File: src/rtl/if_id_skid_stage.sv
// IF/ID pipeline stage: {pc, instr} register with a 2-entry skid buffer, registered in_ready,
// synchronous flush and NOP on empty. Optional perf counters behind `IF_ID_PERF_CNT_EN.
module if_id_skid_stage #(
   parameter int unsigned          PC_W      = 16,
   parameter int unsigned          INSTR_W   = 16,
   parameter logic [INSTR_W-1:0]   NOP_INSTR = 16'h0000
`ifdef IF_ID_PERF_CNT_EN
   ,
   parameter int unsigned          CNT_W     = 32
`endif
) (
   input  logic               clk,
   input  logic               rst_n,
   input  logic               in_valid,
   output logic               in_ready,
   input  logic [PC_W-1:0]    in_pc,
   input  logic [INSTR_W-1:0] in_instr,
   output logic               out_valid,
   input  logic               out_ready,
   output logic [PC_W-1:0]    out_pc,
   output logic [INSTR_W-1:0] out_instr,
   output logic [3:0]         out_opcode,
   input  logic               flush,
   output logic [1:0]         occupancy
`ifdef IF_ID_PERF_CNT_EN
   ,
   input  logic               cnt_clr,
   output logic [CNT_W-1:0]   stall_cnt,
   output logic [CNT_W-1:0]   bubble_cnt,
   output logic [CNT_W-1:0]   flush_cnt
`endif
);

   logic               r_main_valid, w_main_valid_d;
   logic [PC_W-1:0]    r_main_pc, w_main_pc_d;
   logic [INSTR_W-1:0] r_main_instr, w_main_instr_d;
   logic               r_skid_valid, w_skid_valid_d;
   logic [PC_W-1:0]    r_skid_pc, w_skid_pc_d;
   logic [INSTR_W-1:0] r_skid_instr, w_skid_instr_d;
   logic               r_in_ready;
   logic               w_accept;
   logic               w_drain;

   assign w_accept = in_valid & r_in_ready;
   assign w_drain  = r_main_valid & out_ready;

   always_comb begin
      w_main_valid_d = r_main_valid;
      w_main_pc_d    = r_main_pc;
      w_main_instr_d = r_main_instr;
      w_skid_valid_d = r_skid_valid;
      w_skid_pc_d    = r_skid_pc;
      w_skid_instr_d = r_skid_instr;
      if (flush) begin
         // Payload is left in place; only the valids matter after a flush.
         w_main_valid_d = 1'b0;
         w_skid_valid_d = 1'b0;
      end else if (!r_main_valid) begin
         if (w_accept) begin
            w_main_valid_d = 1'b1;
            w_main_pc_d    = in_pc;
            w_main_instr_d = in_instr;
         end
      end else if (!r_skid_valid) begin
         if (w_accept && w_drain) begin
            w_main_pc_d    = in_pc;
            w_main_instr_d = in_instr;
         end else if (w_accept) begin
            w_skid_valid_d = 1'b1;
            w_skid_pc_d    = in_pc;
            w_skid_instr_d = in_instr;
         end else if (w_drain) begin
            w_main_valid_d = 1'b0;
         end
      end else if (w_drain) begin
         w_main_pc_d    = r_skid_pc;
         w_main_instr_d = r_skid_instr;
         w_skid_valid_d = 1'b0;
      end
   end

   always_ff @(posedge clk or negedge rst_n) begin
      if (!rst_n) begin
         r_main_valid <= 1'b0;
         r_main_pc    <= '0;
         r_main_instr <= '0;
         r_skid_valid <= 1'b0;
         r_skid_pc    <= '0;
         r_skid_instr <= '0;
         r_in_ready   <= 1'b1;
      end else begin
         r_main_valid <= w_main_valid_d;
         r_main_pc    <= w_main_pc_d;
         r_main_instr <= w_main_instr_d;
         r_skid_valid <= w_skid_valid_d;
         r_skid_pc    <= w_skid_pc_d;
         r_skid_instr <= w_skid_instr_d;
         r_in_ready   <= ~w_skid_valid_d;
      end
   end

   assign in_ready   = r_in_ready;
   assign out_valid  = r_main_valid;
   assign out_pc     = r_main_pc;
   assign out_instr  = r_main_valid ? r_main_instr : NOP_INSTR;
   assign out_opcode = out_instr[15:12];
   assign occupancy  = {1'b0, r_main_valid} + {1'b0, r_skid_valid};

`ifdef IF_ID_PERF_CNT_EN
   logic [CNT_W-1:0] r_stall_cnt;
   logic [CNT_W-1:0] r_bubble_cnt;
   logic [CNT_W-1:0] r_flush_cnt;
   logic             w_stall_inc;
   logic             w_bubble_inc;
   logic             w_flush_inc;

   assign w_stall_inc  = r_main_valid & ~out_ready & (r_stall_cnt != '1);
   assign w_bubble_inc = ~r_main_valid & (r_bubble_cnt != '1);
   assign w_flush_inc  = flush & (occupancy != 2'd0) & (r_flush_cnt != '1);

   always_ff @(posedge clk or negedge rst_n) begin
      if (!rst_n) begin
         r_stall_cnt  <= '0;
         r_bubble_cnt <= '0;
         r_flush_cnt  <= '0;
      end else if (cnt_clr) begin
         r_stall_cnt  <= '0;
         r_bubble_cnt <= '0;
         r_flush_cnt  <= '0;
      end else begin
         if (w_stall_inc)  r_stall_cnt  <= r_stall_cnt + CNT_W'(1);
         if (w_bubble_inc) r_bubble_cnt <= r_bubble_cnt + CNT_W'(1);
         if (w_flush_inc)  r_flush_cnt  <= r_flush_cnt + CNT_W'(1);
      end
   end

   assign stall_cnt  = r_stall_cnt;
   assign bubble_cnt = r_bubble_cnt;
   assign flush_cnt  = r_flush_cnt;
`endif

endmodule

File: config.mk
export PLATFORM = sky130hd
export DESIGN_NAME = if_id_skid_stage
export DESIGN_NICKNAME = d
export VERILOG_FILES = /design/src/rtl/if_id_skid_stage.sv
export SDC_FILE = /design/constraint.sdc
export NUM_CORES = 1
export LEC_CHECK = 0
export ABC_CLOCK_PERIOD_IN_PS = 2100
export CORE_UTILIZATION = 49
export CTS_BUF_LIST = sky130_fd_sc_hd__clkbuf_2
export DETAILED_ROUTE_END_ITERATION = 8
export PLACE_DENSITY = 0.8
export SYNTH_ARGS = -nofsm -noshare
export SYNTH_HDL_FRONTEND = slang
export SYNTH_SLANG_ARGS = --single-unit
export TNS_END_PERCENT = 10
File: constraint.sdc
create_clock -name clk -period 2.1 [get_ports clk]
set_input_delay 0.21 -clock clk [delete_from_list [all_inputs] [get_ports clk]]
set_output_delay 0.21 -clock clk [all_outputs]
set_load 0.1 [all_outputs]
## Yosys cells after proc, flatten, opt, wreduce, memory -nomap -nowiden

Cells that the tools add are included.

| word-level totals | value |
|---|---|
| register bits after elaboration | 67 |
| bits of input ports | 37 |
| output and inout bits | 40 |
| word-level logic and storage cells | 42 |

| cells by class | value |
|---|---|
| add/subtract/negate cells | 1 |
| equal/unequal tests | 2 |
| mux-type cells | 22 |
| bitwise gates (word level) | 6 |
| reduce and logical (&&, ||, !) cells | 4 |

Operators by type and width:

| kind | number |
|---|---|
| 16-bit two-way mux | 11 |
| 1-bit two-way mux | 11 |
| 5-bit AND reduction | 1 |
| 1-bit NOT | 4 |
| 4-bit AND reduction | 1 |
| 3-bit by 1-bit != test with 1-bit output (second input constant) | 1 |
| 3-bit by 2-bit != test with 1-bit output (second input constant) | 1 |
| 1-bit by 1-bit adder with 2-bit output | 1 |
| 1-bit AND | 2 |
| 2-bit nonzero test | 1 |
| 1-bit logical AND | 1 |

## Logic depth before layout (Yosys ltp)

| logic depth | value |
|---|---|
| depth after elaboration | 7 |
| depth in mapped cells | 6 |
| depth with buffers taken out | 5 |

## Worst setup path before layout

OpenSTA, ideal clock, no wires.

| path | value |
|---|---|
| path kind | register to output |
| start | register r_main_valid, in the netlist out_valid |
| end | output out_opcode[0] |
| data arrival time | 2.719 ns |
| data required time | 1.890 ns |
| path slack | -0.829 ns |
| stages on the path, launching flop included | 5 |
| buffers on the path | 3 |
| path through | dfrtp_1 -> clkbuf_1 -> clkbuf_1 -> and2_1 -> buf_4 |

| between the ends | value |
|---|---|
| longest elaborated chain between the ends | 1 |

Ends and longest elaborated chain:

| what | line | text |
|---|---|---|
| from (decl) | 34 | `logic r_main_valid, w_main_valid_d;` |
| from (signal assigned) | 92 | `r_main_valid <= w_main_valid_d;` |
| 16-bit two-way mux | 105 | `assign out_instr = r_main_valid ? r_main_instr : NOP_INSTR;` |
| to (decl) | 22 | `output logic [3:0] out_opcode,` |

No other way between the ends.

## Worst setup path in the final report

| path | value |
|---|---|
| start | register r_skid_valid |
| end | register r_main_pc[8], in the netlist out_pc[8] |

| between the ends | value |
|---|---|
| longest elaborated chain between the ends | 2 |
| elaborated cells between the ends (all ways) | 5 |
| classes of those cells | eq/ne (2); mux (2); reduce/logical (1) |

Ends and longest elaborated chain:

| what | line | text |
|---|---|---|
| from (decl) | 37 | `logic r_skid_valid, w_skid_valid_d;` |
| from (signal assigned) | 95 | `r_skid_valid <= w_skid_valid_d;` |
| 3-bit by 2-bit != test with 1-bit output (no source line), or another cell as far along | -- |  |
| 4-bit AND reduction (no source line) / 16-bit two-way mux (equally long branches) | -- |  |
| to (signal assigned) | 93 | `r_main_pc <= w_main_pc_d;` |
| to (decl) | 35 | `logic [PC_W-1:0] r_main_pc, w_main_pc_d;` |

Parallel ways exist; a longest one is shown, timed or not.
A chain may end at the register's enable or synchronous reset.

==> flow_summary.json <==
{
  "grt_max_degree": 33,
  "drc": 0,
  "yosys_warnings": 0,
  "cts_buffers": 9,
  "vias": 1959,
  "worst_slack_ps": 116.5,
  "cts_max_level": 3,
  "finalClockSkew_ps": 22.95,
  "fin_crit_ps": 1984,
  "hold_path_class": "input pin to async pin",
  "diodes": 0,
  "timing.final.crit_share_pct": 94.45,
  "grt_overflow": 0,
  "dieArea_mm2": 0.006566,
  "final_common_cell": "mux2_2",
  "cts.clk_slew.worst_paths_ps": 180,
  "startpoint_type": "flip-flop",
  "synthTopCellsByArea": "dfrtp_1 54%, mux2_2 35%, and2_1 3.3%",
  "max_slew_margin_pct": 65.47,
  "yosys.cell_types.count": 19,
  "area_delta_synth_final_pct": 35.40,
  "grt_usage_pct": 20.42,
  "drive_above_1_share_pct": 57.00,
  "synth_area_leader_cell": "dfrtp_1",
  "cts_tree": "yes",
  "worstPathArrival_ps": 2320,
  "critPathKind": "flip-flop to flip-flop",
  "numPortBuffers": 76,
  "p_total_mw": 4.189,
  "synthCells": 211,
  "cts_root_buf": "clkbuf_2",
  "fmax_ghz": 0.5042,
  "max-vdd-ir-drop_v": 0.0007487,
  "rsz0062_at_grt": "no",
  "clock_sinks": 67,
  "detail_route.vias_per_cell": 5.224,
  "antenna_found_initial": 0,
  "cp_cell_sequence": "inv_1 -> ha_1 -> nand2b_1 -> a211oi_4 -> buf_4 -> buf_12 -> mux2_2",
  "status": "complete, no violations",
  "fillers": 445,
  "start_util_pct": 51.39,
  "worst-path-max-fanout": 16,
  "drv_cap": 0,
  "dpl_worst_slack_ps": 115.8,
  "die_h_um": 81.03,
  "clk_path_buf_depth": 2,
  "final_max_slew_viol_count": 0,
  "multi_input_area_mm2": 0.001303,
  "wl_mm": 6.113,
  "worst_pin_slew_ps": 518.0,
  "grt_pass1_vias": 2042,
  "endpoint_kind": "flip-flop",
  "core-area_mm2": 0.005956,
  "required_ps": 2440,
  "final_cell_mix": "96 x mux2_2, 65 x dfrtp_1, 35 x clkdlybuf4s50_1",
  "final_nets": 335,
  "drtIter0Drc": 46,
  "yosysSeqAreaShare_pct": 54.82,
  "io_pins": 77,
  "cpPeakStageDelay_ps": 520,
  "netlist.area_leader.share_pct": 53.97,
  "crit_path_top_delay_cell": "dfrtp_1",
  "regArea_mm2": 0.001682,
  "synth_area_mm2": 0.003060,
  "hold_viol": 0,
  "ys_ff_latch": 67,
  "dpl.hpwl_mm": 4.089,
  "powerDensity_mw_per_mm2": 1011,
  "first_pass_iters": 4,
  "synth_fp_nets": 250,
  "drt.antenna.violating_nets": 0,
  "fp.dieW_um": 81.03,
  "cts.repair.resized": 0,
  "avgSynthCellArea_um2": 14.50,
  "setup_viol": 0,
  "p_leak_nw": 1.847,
  "worstSkewPairLatency_ps": 460,
  "place_congestion": 0.7576,
  "grt_pass1_wl_mm": 9.832,
  "drt-wirelength-per-cell_um": 16.30,
  "fp-row-count": 28
}
## registers in the layout (all words and copies together), names as in the netlist
register and flops:
r_skid_pc 16, in_ready 1, r_skid_instr 16, out_pc 16, r_main_instr 16, out_valid 1
r_skid_valid 1
## cells by family (layout without fill, tap and decap cells)
group,after synthesis,count (layout),share of synthesized area (%)
AO/OA/AOI/OAI,6,6,1.513
AND/OR/NAND/NOR,21,21,4.089
buffers and inverters,19,108,3.434
flip-flops,67,67,54.82
adder cells (fa/ha/maj),2,2,0.8175
multiplexers,96,96,35.32
## area by class of cell
cell class	instances	area share, %
flip-flops and latches	67	40.58
multi-input cells	125	31.43
repair buffers	89	23.58
well taps	75	2.264
clock buffers	11	1.329
clock inverters	4	0.4529
inverters	4	0.3623
## per-layer routing
metal	routed length, um	global-route usage, %	vias up
li1	-	-	910
met1	2722	25.68	993
met2	2979	33.70	47
met3	303	3.820	9
met4	109	10.18	0
met5	0	0	-
## metrics by stage
step                      setup TNS (ps)  instance area [um^2]  util [%]  cells  hold WS [ps]
after floorplan                   -316.7                  3082         -    211        -85.59
after global placement                 0                  4009     67.31    355         209.6
after detailed placement               0                  4009     67.31    355         216.4
after CTS                              0                  4093     68.72    371         213.4
after global routing                   0                  4144     69.58    375         251.7
final                                  0                  4144     69.58    375         222.1
## power by group
group,internal [mW],total (mW),switching (mW)
clock network,0.151,0.561,0.410
registers,1.63,1.79,0.165
logic,0.639,1.84,1.20
total,2.42,4.19,1.77
## cell usage after synthesis
cell        n
a211o_1     1
a211oi_2    1
a21oi_1     1
a2bb2oi_1   1
a31oi_1     1
and2_1     16
buf_2       6
buf_4       7
clkbuf_1    2
dfrtp_1    66
dfstp_2     1
ha_1        2
inv_1       4
mux2_2     96
nand2_1     2
nand2b_1    1
nand4_1     1
nor3_1      1
o21ai_0     1
## final timing paths
path,slack [ps],endpoint,from,cells after the start
setup / recovery,120,out_pc[8]$_DFFE_PN0P_,r_skid_valid$_DFF_PN0_,7
setup reg to reg,120,out_pc[8]$_DFFE_PN0P_,r_skid_valid$_DFF_PN0_,7
min in group clk,380,r_skid_pc[0]$_DFFE_PN0P_,in_pc[0],2
max in group asynchronous,1060,r_skid_instr[12]$_DFFE_PN0P_,rst_n,3
hold / removal,220,out_pc[15]$_DFFE_PN0P_,rst_n,2
hold reg to reg,520,r_skid_pc[7]$_DFFE_PN0P_,r_skid_pc[7]$_DFFE_PN0P_,1
## repair_timing
action,in CTS,in global routing
hold endpoints to repair,21,0
buffers inserted,0,2
hold buffers,1,0
endpoints found under the setup margin,0,10
## critical path, delay by kind of cell (launching register included)
kind                     cells  cell delay [ps]
AND/OR/NAND/NOR              1              180
AO/OA/AOI/OAI                1              220
multiplexers                 1              340
buffers and inverters        3              400
adder cells (fa/ha/maj)      1              200
flip-flops                   1              520
No activity file was read; power rests on OpenSTA's default activity.
